[src/rtl/serial_pkg.sv]
// Shared types and constants for the byte-serial UART endpoint.
package serial_pkg;

  localparam int UART_DATA_BITS = 8;
  localparam int BIT_CNT_W      = $clog2(UART_DATA_BITS);

  typedef enum logic [1:0] {
    TX_IDLE,
    TX_START,
    TX_DATA,
    TX_STOP
  } tx_state_t;

  typedef enum logic [1:0] {
    RX_IDLE,
    RX_START,
    RX_DATA,
    RX_STOP
  } rx_state_t;

endpackage

[src/rtl/byte_fifo.sv]
// Small byte FIFO with wrap-bit pointers and a combinational head view.
// A push is accepted when not full, or when a pop happens in the same cycle;
// a pop is accepted when not empty. Head reads zero while empty.
module byte_fifo
  import serial_pkg::*;
#(
  parameter int DEPTH = 4
) (
  input  logic                      clock,
  input  logic                      reset,
  input  logic                      push,
  input  logic                      pop,
  input  logic [UART_DATA_BITS-1:0] wdata,
  output logic [UART_DATA_BITS-1:0] head,
  output logic                      full,
  output logic                      empty
);

  localparam int ADDR_W = $clog2(DEPTH);

  logic [UART_DATA_BITS-1:0] mem [DEPTH];
  logic [ADDR_W:0]           wr_ptr;
  logic [ADDR_W:0]           rd_ptr;
  logic                      do_push;
  logic                      do_pop;

  assign empty   = (wr_ptr == rd_ptr);
  assign full    = (wr_ptr[ADDR_W] != rd_ptr[ADDR_W]) &&
                   (wr_ptr[ADDR_W-1:0] == rd_ptr[ADDR_W-1:0]);
  assign do_pop  = pop && !empty;
  assign do_push = push && (!full || do_pop);
  assign head    = empty ? '0 : mem[rd_ptr[ADDR_W-1:0]];

  // Pointer and storage update; storage is cleared so head is defined after reset.
  always_ff @(posedge clock or negedge reset) begin
    if (!reset) begin
      wr_ptr <= '0;
      rd_ptr <= '0;
      for (int i = 0; i < DEPTH; i++) mem[i] <= '0;
    end else begin
      if (do_push) begin
        mem[wr_ptr[ADDR_W-1:0]] <= wdata;
        wr_ptr                  <= wr_ptr + 1'b1;
      end
      if (do_pop) rd_ptr <= rd_ptr + 1'b1;
    end
  end

endmodule

[src/rtl/serial_port.sv]
// Processor-side byte port bridged to an 8N1 UART through a TX and an RX FIFO.
//
// Handshake: the processor may write when cpu_ready_out=1 (TX FIFO not full)
// and the byte is taken on that clock edge; it may read when cpu_valid_out=1
// (RX FIFO not empty), cpu_rdata_out is the head and is consumed on the edge
// where cpu_rden_in=1. Both flags come from registered FIFO pointers only.
module serial_port
  import serial_pkg::*;
#(
  parameter int CLKS_PER_BIT = 16,
  parameter int FIFO_DEPTH   = 4
) (
  input  logic                      clock,
  input  logic                      reset,
  input  logic [UART_DATA_BITS-1:0] cpu_wdata_in,
  input  logic                      cpu_wren_in,
  input  logic                      cpu_rden_in,
  output logic [UART_DATA_BITS-1:0] cpu_rdata_out,
  output logic                      cpu_valid_out,
  output logic                      cpu_ready_out,
  input  logic                      uart_rx_in,
  output logic                      uart_tx_out
);

  localparam int                   CNT_W    = $clog2(CLKS_PER_BIT);
  localparam logic [CNT_W-1:0]     CNT_LAST = CNT_W'(CLKS_PER_BIT - 1);
  localparam logic [CNT_W-1:0]     CNT_MID  = CNT_W'(CLKS_PER_BIT / 2 - 1);
  localparam logic [BIT_CNT_W-1:0] LAST_BIT = BIT_CNT_W'(UART_DATA_BITS - 1);

  // ---------------- FIFOs ----------------
  logic [UART_DATA_BITS-1:0] tx_head;
  logic                      tx_full;
  logic                      tx_empty;
  logic                      tx_pop;
  logic [UART_DATA_BITS-1:0] rx_head;
  logic                      rx_full;
  logic                      rx_empty;
  logic                      rx_push;
  logic [UART_DATA_BITS-1:0] rx_shift;

  byte_fifo #(.DEPTH(FIFO_DEPTH)) u_tx_fifo (
    .clock (clock),
    .reset (reset),
    .push  (cpu_wren_in),
    .pop   (tx_pop),
    .wdata (cpu_wdata_in),
    .head  (tx_head),
    .full  (tx_full),
    .empty (tx_empty)
  );

  // An overrun (push while full without a same-cycle read) drops the new byte.
  byte_fifo #(.DEPTH(FIFO_DEPTH)) u_rx_fifo (
    .clock (clock),
    .reset (reset),
    .push  (rx_push && (!rx_full || cpu_rden_in)),
    .pop   (cpu_rden_in),
    .wdata (rx_shift),
    .head  (rx_head),
    .full  (rx_full),
    .empty (rx_empty)
  );

  assign cpu_ready_out = !tx_full;
  assign cpu_valid_out = !rx_empty;
  assign cpu_rdata_out = rx_head;

  // ---------------- TX path ----------------
  tx_state_t                 tx_state, tx_state_n;
  logic [CNT_W-1:0]          tx_cnt, tx_cnt_n;
  logic [BIT_CNT_W-1:0]      tx_bit, tx_bit_n;
  logic [UART_DATA_BITS-1:0] tx_shift, tx_shift_n;
  logic                      tx_line, tx_line_n;

  assign uart_tx_out = tx_line;

  // TX state register; the line itself is registered so it never glitches.
  always_ff @(posedge clock or negedge reset) begin
    if (!reset) begin
      tx_state <= TX_IDLE;
      tx_cnt   <= '0;
      tx_bit   <= '0;
      tx_shift <= '0;
      tx_line  <= 1'b1;
    end else begin
      tx_state <= tx_state_n;
      tx_cnt   <= tx_cnt_n;
      tx_bit   <= tx_bit_n;
      tx_shift <= tx_shift_n;
      tx_line  <= tx_line_n;
    end
  end

  // TX next state: frame timing, FIFO pops, and back-to-back start after stop.
  always_comb begin
    tx_state_n = tx_state;
    tx_cnt_n   = tx_cnt;
    tx_bit_n   = tx_bit;
    tx_shift_n = tx_shift;
    tx_line_n  = tx_line;
    tx_pop     = 1'b0;
    case (tx_state)
      TX_IDLE: begin
        tx_line_n = 1'b1;
        if (!tx_empty) begin
          tx_pop     = 1'b1;
          tx_shift_n = tx_head;
          tx_cnt_n   = '0;
          tx_line_n  = 1'b0;
          tx_state_n = TX_START;
        end
      end
      TX_START: begin
        if (tx_cnt == CNT_LAST) begin
          tx_cnt_n   = '0;
          tx_bit_n   = '0;
          tx_line_n  = tx_shift[0];
          tx_state_n = TX_DATA;
        end else begin
          tx_cnt_n = tx_cnt + 1'b1;
        end
      end
      TX_DATA: begin
        if (tx_cnt == CNT_LAST) begin
          tx_cnt_n = '0;
          if (tx_bit == LAST_BIT) begin
            tx_line_n  = 1'b1;
            tx_state_n = TX_STOP;
          end else begin
            tx_bit_n   = tx_bit + 1'b1;
            tx_shift_n = {1'b0, tx_shift[UART_DATA_BITS-1:1]};
            tx_line_n  = tx_shift[1];
          end
        end else begin
          tx_cnt_n = tx_cnt + 1'b1;
        end
      end
      TX_STOP: begin
        if (tx_cnt == CNT_LAST) begin
          tx_cnt_n = '0;
          if (!tx_empty) begin
            tx_pop     = 1'b1;
            tx_shift_n = tx_head;
            tx_line_n  = 1'b0;
            tx_state_n = TX_START;
          end else begin
            tx_state_n = TX_IDLE;
          end
        end else begin
          tx_cnt_n = tx_cnt + 1'b1;
        end
      end
      default: begin
        tx_line_n  = 1'b1;
        tx_state_n = TX_IDLE;
      end
    endcase
  end

  // ---------------- RX path ----------------
  logic                      rx_meta;
  logic                      rx_sync;
  rx_state_t                 rx_state, rx_state_n;
  logic [CNT_W-1:0]          rx_cnt, rx_cnt_n;
  logic [BIT_CNT_W-1:0]      rx_bit, rx_bit_n;
  logic [UART_DATA_BITS-1:0] rx_shift_n;

  // Two-flop synchronizer for the asynchronous line; idles high.
  always_ff @(posedge clock or negedge reset) begin
    if (!reset) begin
      rx_meta <= 1'b1;
      rx_sync <= 1'b1;
    end else begin
      rx_meta <= uart_rx_in;
      rx_sync <= rx_meta;
    end
  end

  // RX state register.
  always_ff @(posedge clock or negedge reset) begin
    if (!reset) begin
      rx_state <= RX_IDLE;
      rx_cnt   <= '0;
      rx_bit   <= '0;
      rx_shift <= '0;
    end else begin
      rx_state <= rx_state_n;
      rx_cnt   <= rx_cnt_n;
      rx_bit   <= rx_bit_n;
      rx_shift <= rx_shift_n;
    end
  end

  // RX next state: the detecting cycle counts as the first start-bit cycle,
  // so the start check lands mid-bit and data/stop follow one bit apart.
  always_comb begin
    rx_state_n = rx_state;
    rx_cnt_n   = rx_cnt;
    rx_bit_n   = rx_bit;
    rx_shift_n = rx_shift;
    rx_push    = 1'b0;
    case (rx_state)
      RX_IDLE: begin
        if (!rx_sync) begin
          rx_cnt_n   = CNT_W'(1);
          rx_state_n = RX_START;
        end
      end
      RX_START: begin
        if (rx_cnt == CNT_MID) begin
          rx_cnt_n   = '0;
          rx_bit_n   = '0;
          rx_state_n = rx_sync ? RX_IDLE : RX_DATA;
        end else begin
          rx_cnt_n = rx_cnt + 1'b1;
        end
      end
      RX_DATA: begin
        if (rx_cnt == CNT_LAST) begin
          rx_cnt_n   = '0;
          rx_shift_n = {rx_sync, rx_shift[UART_DATA_BITS-1:1]};
          if (rx_bit == LAST_BIT) rx_state_n = RX_STOP;
          else                    rx_bit_n   = rx_bit + 1'b1;
        end else begin
          rx_cnt_n = rx_cnt + 1'b1;
        end
      end
      RX_STOP: begin
        if (rx_cnt == CNT_LAST) begin
          rx_cnt_n   = '0;
          rx_push    = rx_sync;
          rx_state_n = RX_IDLE;
        end else begin
          rx_cnt_n = rx_cnt + 1'b1;
        end
      end
      default: rx_state_n = RX_IDLE;
    endcase
  end

endmodule

[config.mk]
export PLATFORM = sky130hd
export DESIGN_NAME = serial_port
export DESIGN_NICKNAME = d
export VERILOG_FILES = /design/src/rtl/serial_pkg.sv /design/src/rtl/byte_fifo.sv /design/src/rtl/serial_port.sv
export SDC_FILE = /design/constraint.sdc
export NUM_CORES = 1
export LEC_CHECK = 0
export CAP_MARGIN = 0
export CORE_AREA = 2 2 107 109
export CTS_CLUSTER_SIZE = 12
export DETAILED_ROUTE_END_ITERATION = 6
export DIE_AREA = 0 0 109 111
export PLACE_DENSITY = 0.72
export SLEW_MARGIN = 0
export SYNTH_ARGS = -nofsm -noshare
export SYNTH_HDL_FRONTEND = slang
export SYNTH_HIERARCHICAL = 1
export SYNTH_SLANG_ARGS = --single-unit
[constraint.sdc]
create_clock -name clock -period 9 [get_ports clock]
set_clock_uncertainty 0.1 [all_clocks]
set_input_delay 1.8 -clock clock [delete_from_list [all_inputs] [get_ports clock]]
set_output_delay 1.8 -clock clock [all_outputs]
set_load 0.02 [all_outputs]
# == Word level (Yosys, flattened, before mapping) ==
# Index checks and enable logic that the tools add are counted.
# totals
ramBits,0
reg_bits,113
latchBits,0
wordCells,160
rom_bits,0
in_bits,13
output_inout_bits,11
mem_count,0
# classes
n_lt_le_gt_ge,6
n_reduce_logical,30
div,0
n_addsub,8
n_eq_ne,30
n_mux,59
n_bitwise,4
shifts,0
mul,0
# ops
op,count
$mux W8,11
$bwmux W32,2
$bmux W8 S2,2
$demux W8 S2,2
$ne A2 B2 Y1 const B,13
$pmux W8 S3,1
$mux W2,11
$mux W4,5
$add A3 B1 Y3 const B,6
$mux W3,6
$pmux W2 S4,2
$reduce_and A4 Y1,4
$ge A3 B3 Y1 const B,4
$not A2 Y3,4
$pmux W3 S2,2
$pmux W4 S3,1
$mux W1,11
$reduce_and A5 Y1,2
$logic_and A1 B1 Y1,9
$add A4 B1 Y4 const B,2
$eq A2 B2 Y1 const B,4
$eq A4 B4 Y1 const B,2
$pmux W4 S2,1
$eq A3 B3 Y1,2
other kinds (16),28

# == Logic depth before layout (Yosys ltp) ==
# Gate-level depths: netlist (run 1).
# depth
word_depth,7
ltp_mapped,8
mapped_depth_nobuf,7

# == Modules after synthesis ==
# Netlist (run 1), hierarchy kept.
# by_module_without_submodules
module,cells_per_inst,n_inst,seq_area_each_um2,area_per_inst_um2
byte_fifo,119,2,950.9,1925.6
serial_port,196,1,929.6,1998.2

# == Worst setup path after synthesis (run 1) ==
# No wires, ideal clock.
# synth_path
path_type,flip-flop to output port
startpoint,register u_rx_fifo.rd_ptr[0]
endpoint,output port cpu_rdata_out[0]
path_stages_with_launch,5
required_time_ns,7.100
arrival_ns,1.657
setup_slack_ns,5.443
path_buffers,1
cell_sequence,dfrtp_1 buf_4 xor2_2 nor3_1 nor2b_1
# synth_between
word_cells_on_any_way,6
cone_classes,eq/ne: 1; mux: 4; bitwise: 1
# synth_lines
element,line_no,rtl
start: declaration,byte_fifo.sv:23,logic [ADDR_W:0] rd_ptr;
start signal: assignment,byte_fifo.sv:45,if (do_pop) rd_ptr <= rd_ptr + 1'b1;
$eq A3 B3 Y1,byte_fifo.sv:27,assign empty = (wr_ptr == rd_ptr);
net rx_empty,serial_port.sv:37,logic rx_empty;
$mux W8,byte_fifo.sv:32,assign head = empty ? '0 : mem[rd_ptr[ADDR_W-1:0]];
end: declaration,serial_port.sv:18,"output logic [UART_DATA_BITS-1:0] cpu_rdata_out,"
# The timed path passes the listed nets, and every way through them passes these cells. The select of a mux whose other input is x is not followed.

# == Worst setup path in the final report (run 1) ==
# layout_path
startpoint,register u_rx_fifo.rd_ptr[0]
endpoint,output port cpu_valid_out
# layout_between
elab_chain_len,2
# layout_lines
element,line_no,rtl
$eq A3 B3 Y1,byte_fifo.sv:27,
net rx_empty,serial_port.sv:37,
$logic_not A1 Y1,serial_port.sv:65,assign cpu_valid_out = !rx_empty;
end: declaration,serial_port.sv:19,"output logic cpu_valid_out,"
# The timed path passes the listed nets, and every way through them passes these cells.

==> results of run 1 <==
[metrics by stage]
| step | cell area [sq um] | total power [uW] | instances | utilization, % | setup WS, ns |
|---|---|---|---|---|---|
| after floorplan | 5850 | 1560 | 434 | - | 5.44 |
| after global placement | 6180 | 1690 | 587 | 55.8 | 4.40 |
| after detailed placement | 6180 | 1740 | 587 | 55.8 | 4.29 |
| after CTS | 6730 | 2360 | 619 | 60.8 | 3.84 |
| after global routing | 6730 | 2500 | 619 | 60.8 | 3.58 |
| final | 6730 | 2340 | 619 | 60.8 | 3.89 |
[Yosys cell counts (all sizes together) (3+ instances only)]
master	n
o41ai	10
xnor2	10
and2	9
dfrtp	110
a22o	3
mux2i	9
a21oi	14
xor2	6
nand3	7
ha	21
o21ai	15
nor2	16
mux4	16
nor2b	19
clkbuf	8
nand2	19
o311ai	4
dfstp	3
buf	8
nor3	12
inv	11
o31ai	4
mux2	78
[where the power goes]
group          leakage, uW  switching, uW  internal (uW)
clock             0.000252            243            361
combinational      0.00124            459            424
sequential         0.00144            183            668
[layout make-up]
class	count	area [sq um]
clock buffer	18	439
clock inverter	14	108
fill	871	4350
inverter	11	41.3
multi-input combinational	294	2880
sequential	113	2830
tap	143	179
timing repair buffer	26	250
[final timing paths]
| check | depth (start not counted) | endpoint | startpoint | slack (ns) |
|---|---|---|---|---|
| setup / recovery | 4 | cpu_valid_out | u_rx_fifo/rd_ptr[0]$_DFFE_PN0P_ | 3.89 |
| hold / removal | 0 | rx_sync$_DFF_PN1_ | rx_meta$_DFF_PN1_ | 0.26 |
| setup reg to reg | 7 | u_tx_fifo/mem[5]$_DFFE_PN0P_ | u_tx_fifo/rd_ptr[0]$_DFFE_PN0P_ | 5.65 |
| hold reg to reg | 0 | rx_sync$_DFF_PN1_ | rx_meta$_DFF_PN1_ | 0.26 |
| max in group asynchronous | 2 | u_rx_fifo/wr_ptr[2]$_DFFE_PN0P_ | reset | 6.27 |
| min in group asynchronous | 1 | u_tx_fifo/mem[15]$_DFFE_PN0P_ | reset | 1.34 |
[kinds of logic after synthesis]
logic type               after synthesis  share of synthesized area, %
AO/OA/AOI/OAI                         65                          10.5
XOR/XNOR                              16                          3.55
adder cells (fa/ha/maj)               21                          4.49
buffers and inverters                 27                          2.31
flip-flops                           113                          48.4
multiplexers                         103                          22.8
AND/OR/NAND/NOR                       89                          7.91
[layer usage]
metal  vias to the layer above  global-route usage [%]
met5                         -                       0
met4                         0                    7.78
met3                        10                    5.35
met2                        48                    29.4
met1                      1795                    26.0
li1                       1669                       -
[worst max-delay path: cells and delay by family, from the launching register on]
kind / cells / cell delay, ns
buf+inv: 2 / 0.71
xor+xnor: 1 / 0.37
simple gates: 1 / 0.94
flops: 1 / 0.77
[flip-flops by register name, indices dropped and copies added (netlist names), 4 cells and up, named ones only]
signal         flops
tx_shift           8
u_tx_fifo/mem     32
u_rx_fifo/mem     32
rx_shift           8
rx_cnt             4
tx_cnt             4
==> impl_metrics.py, run 1 <==
metrics = {
    "synthesis": {
        "synth_fp_nets": 468,
        "synth_top_flop_cell": "dfrtp_1",
        "synth_seq_cells": 113,
        "yosys.cell_types.count": 49,
        "synth_edf_count": 0,
        "syn_area_sq_mm": 0.00585,
        "synthCells": 434,
        "synth-async-reset-ratio_pct": 100,
        "synth_warnings": 6,
        "synthesis.area_per_instance_sq_um": 13.5,
        "synth_top_cell_by_area": "dfrtp_1",
        "ys_top_cells_by_area": "dfrtp_1, mux2_2, mux4_2",
        "ys_seq_area_share_pct": 48.4,
        "synth_top_area_share_pct": 47.1,
    },
    "grt": {
        "grt-ovfl-total": 0,
        "track_usage_pct": 19.3,
        "antenna_found_initial": 0,
        "grt_max_degree": 60,
        "grt_pass1_wl_um": 17900,
        "grt_pass1_vias": 3593,
    },
    "route": {
        "met2_length_um": 5230,
        "via_count": 3522,
        "firstDrtPassIters": 4,
        "wl_met1_um": 4860,
        "wl_per_cell_um": 17.0,
        "drt-total-wl_um": 10500,
        "drc": 0,
        "top_layer": "met4",
        "vias_per_cell": 5.69,
        "met3_length_um": 327,
        "first_iter_violations": 172,
        "postRouteAntennaNets": 0,
    },
    "run": {
        "drv_cap": 0,
    },
    "sta": {
        "hold_viol": 0,
        "grt_setup_unrepaired": "false",
        "hold_ws_ns": 0.259,
        "worstMarginPinSlew_ns": 1.11,
        "fmax_ghz": 0.196,
        "fin_crit_ns": 5.11,
        "slew_violations": 0,
        "relSlewSlack_pct": 25.2,
        "setup_viol": 0,
        "fin_crit_sh_pct": 56.7,
        "fin_setup_tns_ns": 0,
    },
    "worst_setup_path": {
        "crit_path_cell_trace": "xor2_2 -> nor3_1 -> inv_1 -> clkdlybuf4s50_1",
        "arrival_ns": 3.21,
        "start_kind": "flop",
        "cp_max_fo": 11,
        "slowest_stage": "nor3_1",
        "max_stage_delay_ns": 0.94,
        "end_kind": "output pin",
        "crit_type": "reg -> out",
        "worstPathRequired_ns": 7.10,
    },
    "cts": {
        "cts_setup_buffers": 0,
        "clk_pin_slew_ns": 0.06,
        "clockRootBuffer": "clkbuf_16",
        "clkSinkCount": 113,
        "worstSkewPairLatency_ns": 0.41,
        "h-tree-depth": 4,
        "cts_resized": 0,
        "cts.path.max_buffers": 2,
        "numCtsBuffers": 17,
        "hold_buffers": 0,
        "tritoncts": "yes",
    },
    "floorplanning": {
        "num_rows": 39,
        "die_h_um": 111,
        "start_util_pct": 52.8,
        "dieArea_sq_mm": 0.0121,
        "ios": 24,
        "core_area_sq_mm": 0.0111,
        "die_w_um": 109,
    },
    "power": {
        "power.leakage_uw": 0.00293,
        "power_density_mw_per_mm2": 347,
        "vdd_drop_max_mv": 0.214,
    },
    "place": {
        "gp_congestion": 0.775,
        "portBuffers": 23,
        "place_hpwl_um": 6810,
    },
    "hold_path": {
        "hold_class": "reg -> reg",
    },
    "final_layout": {
        "drive_above_1_share_pct": 32.1,
        "area_growth_pct": 15.1,
        "antennaDiodeCount": 0,
        "final_nets": 497,
        "layout_common_cells": "dfrtp_1, mux2_2, clkdlybuf4s50_1",
        "final_common_cell": "dfrtp_1",
    },
    "status": {
        "status": "finished clean",
    },
}
(Power assumes the default switching activity.)
==> run 2: changes to the inputs <==
Clock period 9 ns to 5.2 ns, I/O delays scaled along.
==> impl_metrics.py, run 2 (synthesized netlist as in run 1, its figures left out) <==
metrics = {
    "cts": {
        "h-tree-depth": 4,
        "clockRootBuffer": "clkbuf_16",
        "cts_resized": 0,
        "numCtsBuffers": 17,
        "hold_buffers": 0,
        "clkSinkCount": 113,
        "cts_setup_buffers": 0,
        "tritoncts": "yes",
        "clk_pin_slew_ns": 0.05,
        "worstSkewPairLatency_ns": 0.41,
        "cts.path.max_buffers": 2,
    },
    "sta": {
        "layout_setup_ws_ns": 1.22,
        "fin_crit_ns": 3.98,
        "hold_viol": 0,
        "grt_setup_unrepaired": "false",
        "setup_viol": 0,
        "relSlewSlack_pct": 34.9,
        "hold_ws_ns": 0.257,
        "fin_crit_sh_pct": 76.5,
        "slew_violations": 0,
        "fin_setup_tns_ns": 0,
        "worstMarginPinSlew_ns": 0.977,
        "fmax_ghz": 0.251,
    },
    "floorplanning": {
        "dieArea_sq_mm": 0.0121,
        "start_util_pct": 52.8,
        "ios": 24,
        "die_h_um": 111,
        "num_rows": 39,
        "core_area_sq_mm": 0.0111,
        "die_w_um": 109,
    },
    "route": {
        "first_iter_violations": 171,
        "postRouteAntennaNets": 0,
        "firstDrtPassIters": 4,
        "vias_per_cell": 5.62,
        "via_count": 3482,
        "drt-total-wl_um": 10500,
        "drc": 0,
        "wl_per_cell_um": 17.0,
    },
    "status": {
        "status": "finished clean",
    },
    "final_layout": {
        "antennaDiodeCount": 0,
        "drive_above_1_share_pct": 32.1,
        "area_growth_pct": 17.2,
        "layout_common_cells": "dfrtp_1, mux2_2, clkdlybuf4s50_1",
        "final_nets": 498,
        "top_regs": "u_rx_fifo/mem: 32 flops, u_tx_fifo/mem: 32 flops",
        "final_common_cell": "dfrtp_1",
    },
    "power": {
        "power.leakage_uw": 0.00300,
        "p_clk_share_pct": 30.2,
        "p_comb_share_pct": 35.4,
        "power_switching_uw": 1510,
        "power_density_mw_per_mm2": 628,
        "swShare_pct": 35.1,
        "vdd_drop_max_mv": 0.329,
        "p_seq_share_pct": 34.4,
        "p_int_uw": 2790,
    },
    "grt": {
        "antenna_found_initial": 0,
        "grt_pass1_vias": 3737,
        "grt-ovfl-total": 0,
        "track_usage_pct": 19.7,
        "grt_max_degree": 81,
        "grt_pass1_wl_um": 18300,
    },
    "worst_setup_path": {
        "crit_type": "reg -> out",
        "arrival_ns": 2.84,
        "end_kind": "output pin",
        "worstPathRequired_ns": 4.06,
        "start_kind": "flop",
        "cp_max_fo": 11,
    },
    "place": {
        "dp_worst_setup_slack_ns": 1.54,
        "gp_congestion": 0.765,
        "place_hpwl_um": 6750,
        "portBuffers": 23,
    },
    "run": {
        "drv_cap": 0,
    },
    "hold_path": {
        "hold_class": "reg -> reg",
    },
}
run 2: final cells by class:
class | instances | area, sq um
Clock inverter | 14 | 235
Fill cell | 799 | 4220
Sequential cell | 113 | 2830
Tap cell | 143 | 179
Clock buffer | 18 | 429
Timing Repair Buffer | 27 | 258
Inverter | 11 | 41.3
Multi-Input combinational cell | 294 | 2880
run 2: layer usage:
layer	up-vias	global-route usage [%]	routed length, um
met5	-	0	0
met4	0	6.58	108
met3	9	5.53	299
met2	43	29.4	5170
met1	1770	27.7	4940
li1	1660	-	-
run 2: metrics by stage:
step	total power (uW)	instance area [sq um]	std cells	utilization [%]
3_3_place_gp	2940	6190	588	55.9
6_report	4310	6860	620	61.9
5_1_grt	4580	6860	620	61.9
4_1_cts	4340	6860	620	61.9
2_1_floorplan	2690	5850	434	-
3_5_place_dp	3010	6190	588	55.9
run 2: final timing paths:
check / from / to / slack [ns] / cells after the start
max in group asynchronous: reset / u_rx_fifo/wr_ptr[2]$_DFFE_PN0P_ / 3.29 / 2
worst min register to register: rx_meta$_DFF_PN1_ / rx_sync$_DFF_PN1_ / 0.26 / 0
worst min-delay path: rx_meta$_DFF_PN1_ / rx_sync$_DFF_PN1_ / 0.26 / 0
worst max-delay path: u_rx_fifo/rd_ptr[0]$_DFFE_PN0P_ / cpu_rdata_out[3] / 1.22 / 5
worst max register to register: u_tx_fifo/rd_ptr[0]$_DFFE_PN0P_ / u_tx_fifo/mem[16]$_DFFE_PN0P_ / 1.57 / 6
min in group asynchronous: reset / u_tx_fifo/wr_ptr[1]$_DFFE_PN0P_ / 0.69 / 1
run 2: critical path: stages, from the launching register on:
cell and delay (ns):
dfrtp_1 0.78, xor2_2 0.59, nor3_1 0.09, buf_4 0.21, nor2b_1 0.13, clkdlybuf4s50_1 0.63
run 2: power groups by stage:
| stage | sequential, uW | clock, uW | combinational [uW] |
|---|---|---|---|
| 2_1_floorplan | 1330 | 0 | 1370 |
| 3_3_place_gp | 1480 | 0 | 1460 |
| 3_5_place_dp | 1490 | 0 | 1520 |
| 4_1_cts | 1480 | 1320 | 1530 |
| 5_1_grt | 1530 | 1360 | 1680 |
| 6_report | 1480 | 1300 | 1520 |
==> run 3: changes to the inputs <==
Clock period 5.2 ns to 3.85 ns, I/O delays scaled along.
==> impl_metrics.py, run 3 (synthesized netlist as in run 1, its figures left out) <==
metrics = {
    "status": {
        "status": "finished clean",
    },
    "place": {
        "portBuffers": 23,
        "dp_worst_setup_slack_ns": 0.612,
        "gp_congestion": 0.751,
        "postPlaceCellArea_sq_mm": 0.00623,
        "place_hpwl_um": 6690,
    },
    "cts": {
        "cts_setup_buffers": 0,
        "h-tree-depth": 4,
        "cts.path.max_buffers": 2,
        "clkSinkCount": 113,
        "clockRootBuffer": "clkbuf_16",
        "cts_resized": 0,
        "hold_buffers": 0,
        "tritoncts": "yes",
        "worstSkewPairLatency_ns": 0.41,
        "clk_pin_slew_ns": 0.05,
        "numCtsBuffers": 17,
    },
    "route": {
        "firstDrtPassIters": 4,
        "first_iter_violations": 98,
        "via_count": 3509,
        "postRouteAntennaNets": 0,
        "vias_per_cell": 5.62,
        "drt-total-wl_um": 10200,
        "drc": 0,
        "wl_per_cell_um": 16.4,
    },
    "floorplanning": {
        "start_util_pct": 52.8,
        "core_area_sq_mm": 0.0111,
        "num_rows": 39,
        "die_h_um": 111,
        "dieArea_sq_mm": 0.0121,
        "ios": 24,
        "die_w_um": 109,
    },
    "power": {
        "power_density_mw_per_mm2": 809,
        "vdd_drop_max_mv": 0.464,
        "p_total_uw": 5480,
        "power.leakage_uw": 0.00293,
    },
    "hold_path": {
        "worstHoldStart": "rx_meta$_DFF_PN1_",
        "hold_class": "reg -> reg",
        "min_delay_path_depth": 0,
        "hold_end": "rx_sync$_DFF_PN1_",
    },
    "sta": {
        "setup_viol": 0,
        "slew_violations": 0,
        "fin_crit_ns": 3.62,
        "fin_crit_sh_pct": 94.1,
        "layout_setup_ws_ns": 0.226,
        "grt_setup_unrepaired": "false",
        "hold_viol": 0,
        "fmax_ghz": 0.276,
        "relSlewSlack_pct": 25.9,
        "worstMarginPinSlew_ns": 1.10,
        "fin_setup_tns_ns": 0,
    },
    "worst_setup_path": {
        "end_kind": "output pin",
        "start_kind": "flop",
        "reg2reg_depth": 6,
        "max_stage_delay_ns": 0.91,
        "arrival_ns": 2.75,
        "crit_path_cell_trace": "xor2_4 -> nor3_1 -> nor2b_1 -> clkdlybuf4s50_1",
        "cp_top_family": "simple AND/OR/NAND/NOR gates",
        "crit_type": "reg -> out",
        "worstPathRequired_ns": 2.98,
        "r2r_slack_ns": 0.83,
        "reg2reg_from": "u_tx_fifo/rd_ptr[1]$_DFFE_PN0P_",
        "cp_max_fo": 9,
        "crit_buf_inv": 1,
        "r2r-end": "u_tx_fifo/mem[6]$_DFFE_PN0P_",
        "slowest_stage": "nor3_1",
    },
    "final_layout": {
        "layout_common_cells": "dfrtp_1, mux2_2, clkdlybuf4s50_1",
        "area_growth_pct": 15.8,
        "drive_above_1_share_pct": 32.8,
        "final_common_cell": "dfrtp_1",
        "final_area_sq_mm": 0.00677,
        "postLayoutCoreUtil_pct": 61.2,
        "final_nets": 502,
        "antennaDiodeCount": 0,
        "top_regs": "u_rx_fifo/mem: 32 flops, u_tx_fifo/mem: 32 flops",
    },
    "grt": {
        "antenna_found_initial": 0,
        "grt_pass1_vias": 3635,
        "grt-ovfl-total": 0,
        "grt_pass1_wl_um": 17800,
        "grt_max_degree": 68,
        "track_usage_pct": 19.1,
    },
    "run": {
        "drv_cap": 0,
    },
}
-- run 3: metrics by stage --
step	std cells	hold slack [ns]
floorplan	434	0.245
global placement	592	0.250
detailed placement	592	0.250
CTS	624	0.261
global route	624	0.270
finish	624	0.259
-- run 3: worst register-to-register path, delay by kind of cell (launching register included) --
family,cells,cell delay (ns)
compound gates,1,0.80
simple gates,2,0.40
xor+xnor,1,0.27
flops,1,0.73
mux,1,0.41
buf+inv,1,0.19
-- run 3: report_power, final --
| group | internal (uW) | total, uW | switching, uW | leakage [uW] |
|---|---|---|---|---|
| Combinational | 1040 | 2180 | 1140 | 0.00127 |
| Clock | 821 | 1390 | 565 | 0.000228 |
| Sequential | 1560 | 1920 | 351 | 0.00144 |
-- run 3: how the worst max path moves through the flow --
| stage | startpoint | endpoint | slack [ns] | depth (start not counted) |
|---|---|---|---|---|
| 2_1_floorplan | u_tx_fifo/rd_ptr[1]$_DFFE_PN0P_ | u_tx_fifo/mem[0]$_DFFE_PN0P_ | 0.62 | 7 |
| 3_3_place_gp | u_rx_fifo/wr_ptr[1]$_DFFE_PN0P_ | cpu_rdata_out[4] | 0.65 | 4 |
| 3_5_place_dp | u_rx_fifo/wr_ptr[1]$_DFFE_PN0P_ | cpu_rdata_out[0] | 0.61 | 4 |
| 4_1_cts | u_rx_fifo/wr_ptr[1]$_DFFE_PN0P_ | cpu_rdata_out[0] | 0.17 | 4 |
| 5_1_grt | u_rx_fifo/wr_ptr[1]$_DFFE_PN0P_ | cpu_rdata_out[0] | 0.004 | 4 |
| 6_report | u_rx_fifo/wr_ptr[1]$_DFFE_PN0P_ | cpu_rdata_out[4] | 0.23 | 4 |
-- run 3: layer usage --
layer / vias to the layer above / global-route usage, % / wire [um]
li1: 1670 / - / -
met1: 1790 / 26.5 / 4840
met2: 38 / 29.6 / 4970
met3: 11 / 5.11 / 276
met4: 0 / 5.64 / 127
met5: - / 0 / 0
-- run 3: cell type report --
class	count	area, sq um
clock buffer	17	425
clock inverter	15	114
fill	834	4300
inverter	11	41.3
multi-input combinational	294	2880
sequential	113	2830
tap	143	179
timing repair buffer	31	300
==> variant 1: new RTL, flow settings as in run 2 <==
Change the parameter `CLKS_PER_BIT` from 16 to 32.
--- a/src/rtl/serial_port.sv
+++ b/src/rtl/serial_port.sv
@@ -9,3 +9,3 @@
 #(
-  parameter int CLKS_PER_BIT = 16,
+  parameter int CLKS_PER_BIT = 32,
   parameter int FIFO_DEPTH   = 4
Behaviour: no difference found for any inputs over 10 cycles, from zero or initial values and one cycle with reset low; that may be too few to reach the edited logic, so the function may still have changed.
==> variant 1 against run 2 <==
- area after synthesis increased by 1.8%
- worst setup slack got worse by 0.13 ns
- sequential cell count grew 2
- power down 8.8%
- design area hardly changed
- cell count down 1.3%
- die area unchanged
- routed wire length fell by 6.1%
==> variant 1: results (changes against run 2) <==
drt pass-1 iters: 4 (unchanged)
headroom to the max-slew limit: 0.324 (-0.0248)
CP peak stage delay: 0.76 ns (-0.02 ns)
number of global-route vias before repair: 3552 (-5.0%)
Power Internal: 2620 uW (-6.1%)
HP Class: flop to flop
synth unique cells: 48 (-2.0%)
Post-CTS Resized: 0 (unchanged)
VDD IR-drop max: 495 uV (+50%)
Worst path slowest cell: dfrtp_1
Finished Layout Cells: 612 (-1.3%)
Cells after Synth: 425 (-2.1%)
Placer Congestion: 0.763 (-0.29%)
GR Overflow Total: 0 (unchanged)
MaxCap Viol Count: 0 (unchanged)
worst reg2reg path depth: 7 (+1)
post-detail-place hpwl: 6600 um (-2.2%)
Worst Path Arrival: 2.97 ns (+0.13 ns)
share of flip-flops with an asynchronous set or reset: 1.00 (unchanged)
Post-synth top flop: dfrtp_1
sequential area share after synthesis: 0.484 (about the same)
yosys warns: 6 (unchanged)
root buffer cell: clkbuf_16
leading post-synthesis cells by cell area: dfrtp_1, mux2_2, mux4_2
number of DRC markers in iteration 0: 142 (-17%)
largest net degree at the start of global routing: 82 (+1.2%)
PortBufs: 23 (unchanged)
top flop regs: u_rx_fifo/mem x32, u_tx_fifo/mem x32
Crit Path Max Fanout: 11 (unchanged)
first-pass GRT wire length: 17300 um (-5.4%)
hold depth: 0 (unchanged)
layout cell share with drive strength beyond 1: 0.345 (+0.0247)
post-CTS setup buffers: 0 (unchanged)
Placed Cells: 581 (-1.2%)
CTS Buffer Depth: 2 (unchanged)
CTS buffer count: 17 (unchanged)
CP top delay family: simple AND/OR/NAND/NOR gates
most frequent cells after synthesis: dfrtp_1, mux2_2, ha_1
antenna violations before repair: 0 (unchanged)
clock-pin slew on the worst setup and hold paths: 0.05 ns (about the same)
final wirelength: 9880 um (-6.1%)
post-DR vias/cell: 5.56 (-0.96%)
outcome: completed
ant diodes: 0 (unchanged)
Leak: 0.00309 uW (+3.3%)
clk_lat worst skew: 0.41 ns (about the same)
Final #Nets: 496 (-0.40%)
total global-route track usage: 0.187 (-0.00968)
syn_nets: 464 (-0.85%)
==> variant 1: cell count changes after synthesis, moves of 3 or more <==
cell,delta
a21oi_1,-5
a21oi_2,-3
ha_1,+5
inv_1,+5
mux2_2,+7
mux2_4,+7
mux2i_1,-8
nor2_1,-12
nor3_1,-3
o21ai_0,-3
==> variant 1: kinds of logic after synthesis <==
family          synth area share
flops                      0.484
mux                        0.245
simple gates              0.0706
compound gates            0.0851
buf+inv                   0.0244
fa+ha+maj                 0.0546
xor+xnor                  0.0364
==> variant 1: per-stage QoR <==
stage	total power [uW]	cell area, sq um	worst slack (ns)
after CTS	3970	6860	1.02
after detailed placement	2890	6300	1.46
final	3920	6860	1.09
after global placement	2810	6300	1.59
after floorplan	2610	5950	1.94
after global routing	4200	6860	0.758
==> variant 1: path summary, 6_finish.rpt <==
kind                                          start                  end  slack, ns
worst max-delay path            u_rx_fifo/rd_ptr[0]     cpu_rdata_out[2]       1.09
worst min-delay path                        rx_meta              rx_sync       0.26
worst max register to register  u_tx_fifo/rd_ptr[0]     u_tx_fifo/mem[1]       1.82
worst min register to register              rx_meta              rx_sync       0.26
max in group asynchronous                     reset    u_tx_fifo/mem[12]       3.24
min in group asynchronous                     reset  u_rx_fifo/wr_ptr[2]       0.69
==> variant 1: area by class of cell <==
| type | count | area (sq um) |
|---|---|---|
| fillers | 850 | 4220 |
| multi-input cells | 280 | 2930 |
| flip-flops and latches | 115 | 2880 |
| clock buffers | 27 | 533 |
| repair buffers | 26 | 250 |
| well taps | 143 | 179 |
| inverters | 17 | 63.8 |
| clock inverters | 4 | 20.0 |
==> variant 1: power groups by stage <==
stage          registers [uW]  clock network (uW)  logic, uW
2_1_floorplan            1300                   0       1310
3_3_place_gp             1420                   0       1400
3_5_place_dp             1430                   0       1450
4_1_cts                  1420                1090       1460
5_1_grt                  1460                1140       1590
6_report                 1420                1070       1440
==> variant 1: layer usage <==
metal	track usage	routed length, um	share of wire	vias to the layer above
li1	-	-	-	1617
met1	0.247	4530	0.46	1715
met2	0.285	4840	0.49	55
met3	0.0617	363	0.037	17
met4	0.0726	143	0.014	0
met5	0	0	0	-
==> variant 2: new RTL, flow settings as in run 2 <==
Made on the original files. Take the reset off `rx_shift` and load it in a clocked block of its own.
--- a/src/rtl/serial_port.sv
+++ b/src/rtl/serial_port.sv
@@ -184,3 +184,2 @@
       rx_bit   <= '0;
-      rx_shift <= '0;
     end else begin
@@ -189,4 +188,7 @@
       rx_bit   <= rx_bit_n;
-      rx_shift <= rx_shift_n;
     end
+  end
+
+  always_ff @(posedge clock) begin
+    rx_shift <= rx_shift_n;
   end
Check against the original RTL: no difference found for any inputs over 10 cycles, from zero or initial values and one cycle with reset low; that may be too few to reach the edited logic, so the function may still have changed.
==> variant 2 against run 2 <==
- routed wire length decreased by 4.1%
- area after synthesis decreased by 1.5%
- worst setup slack worse by 0.28 ns
- cell count fell by 2.3%
- power down 1.9%
- sequential share of layout area up 1.5 points
- sequential cell count unchanged
- die area stayed put
- synthesized cell count fell by 3.5%
- design area fell by 2.2%
- global-route usage down 0.78 points
- largest cell class is now sequential cells
- highest routed layer unchanged
==> variant 2: results (changes against run 2) <==
Slew Viols, Final: 0 (unchanged)
Post-CTS Resized: 0 (unchanged)
sequential area share after synthesis: 0.498 (+0.0142)
number of flops mapped to enable cells by yosys: 8 (+8)
drt pass-1 iters: 6 (+2)
most frequent cells after synthesis: dfrtp_1, mux2_2, ha_1
VDD IR-drop max: 284 uV (-14%)
H-tree Lvls: 4 (unchanged)
CTS buffer count: 17 (unchanged)
setup ws final: 0.943 ns (-0.280 ns)
Final #Nets: 484 (-2.8%)
PortBufs: 23 (unchanged)
largest net degree at the start of global routing: 65 (-20%)
syn_nets: 453 (-3.2%)
Placer Congestion: 0.765 (about the same)
clock-pin slew on the worst setup and hold paths: 0.05 ns (about the same)
Post-DP Area: 0.00611 sq mm (-1.4%)
number of global-route vias before repair: 3609 (-3.4%)
HP Class: flop to flop
Worst Path Arrival: 3.12 ns (+0.28 ns)
first-pass GRT wire length: 17600 um (-3.9%)
root buffer cell: clkbuf_16
final wirelength: 10100 um (-4.1%)
antenna violations before repair: 0 (unchanged)
top flop regs: u_rx_fifo/mem x32, u_tx_fifo/mem x32
Crit Path Max Fanout: 11 (unchanged)
layout cell share with drive strength beyond 1: 0.307 (-0.0141)
synth unique cells: 50 (+2.0%)
post-detail-place hpwl: 6470 um (-4.2%)
post-DR vias/cell: 5.70 (+1.6%)
post-CTS setup buffers: 0 (unchanged)
Leak: 0.00287 uW (-4.1%)
ant diodes: 0 (unchanged)
Worst R2R Setup Slack: 1.94 ns (+0.37 ns)
Worst Max-Slew Pin Slew: 1.02 ns (+0.0395 ns)
leading post-synthesis cells by cell area: dfrtp_1, mux2_2, mux4_2
clk_lat worst skew: 0.41 ns (about the same)
Power Internal: 2740 uW (-1.9%)
yosys warns: 6 (unchanged)
CTS Buffer Depth: 2 (unchanged)
number of DRC markers in iteration 0: 133 (-22%)
Post-synth top flop: dfrtp_1
total global-route track usage: 0.189 (-0.00784)
outcome: completed
worst slack at placement: 1.28 ns (-0.260 ns)
share of flip-flops with an asynchronous set or reset: 0.929 (-0.0708)
variant 2: cell types whose count changed in the layout (fill, tap and decap cells not counted), sizes merged, moves of 4 or more:
cell / delta
nand2: -4
mux2: -7
edfxtp: +8
dfrtp: -8
clkbuf: +4
variant 2: cells by family after synthesis:
kind of cell | Yosys count | synth area share
muxes | 97 | 0.219
and+or+nand+nor | 87 | 0.0775
DFF | 113 | 0.498
buffers and inverters | 25 | 0.0219
adders and majority gates | 21 | 0.0456
xor gates and xnor gates | 16 | 0.0360
AOI/OAI and AO/OA | 60 | 0.101
variant 2: stage by stage:
step	std cells	hold WS, ns	utilization	total power (uW)
after floorplan	419	0.245	-	2740
after global placement	574	0.247	0.551	3000
after detailed placement	574	0.247	0.551	3080
after CTS	606	0.255	0.605	4270
after global routing	606	0.259	0.605	4510
final	606	0.254	0.605	4220
variant 2: final timing paths:
kind | depth (start not counted) | endpoint | from
min reg2reg | 0 | rx_sync | rx_meta
max in group asynchronous | 2 | rx_state[0] | reset
min in group asynchronous | 1 | rx_cnt[2] | reset
min | 0 | rx_sync | rx_meta
max | 4 | cpu_rdata_out[7] | u_rx_fifo/rd_ptr[0]
max reg2reg | 6 | u_tx_fifo/mem[3] | u_tx_fifo/rd_ptr[0]
variant 2: power by group through the flow:
| stage | clock network (uW) | logic (uW) | registers, uW |
|---|---|---|---|
| finish | 1170 | 1550 | 1510 |
| global route | 1240 | 1710 | 1560 |
| CTS | 1190 | 1560 | 1510 |
| detailed placement | 0 | 1560 | 1520 |
| global placement | 0 | 1500 | 1500 |
| floorplan | 0 | 1380 | 1360 |
variant 2: layer usage:
| layer | vias up | track usage | routed length [um] |
|---|---|---|---|
| li1 | 1606 | - | - |
| met1 | 1788 | 0.254 | 4710 |
| met2 | 50 | 0.287 | 4940 |
| met3 | 13 | 0.0594 | 304 |
| met4 | 0 | 0.0684 | 132 |
| met5 | - | 0 | 0 |
variant 2: critical path: stages (launching register included):
cell             delay (ns)
dfrtp_1                0.77
xor2_2                 0.37
nor3_1                 0.87
nor2b_1                0.12
clkdlybuf4s50_1        0.58
variant 2: layout make-up:
cell class,count,area [sq um]
fillers,833,4370
clock buffers,22,464
flip-flops and latches,113,2870
repair buffers,26,250
clock inverters,10,135
well taps,143,179
inverters,11,41.3
multi-input cells,281,2770
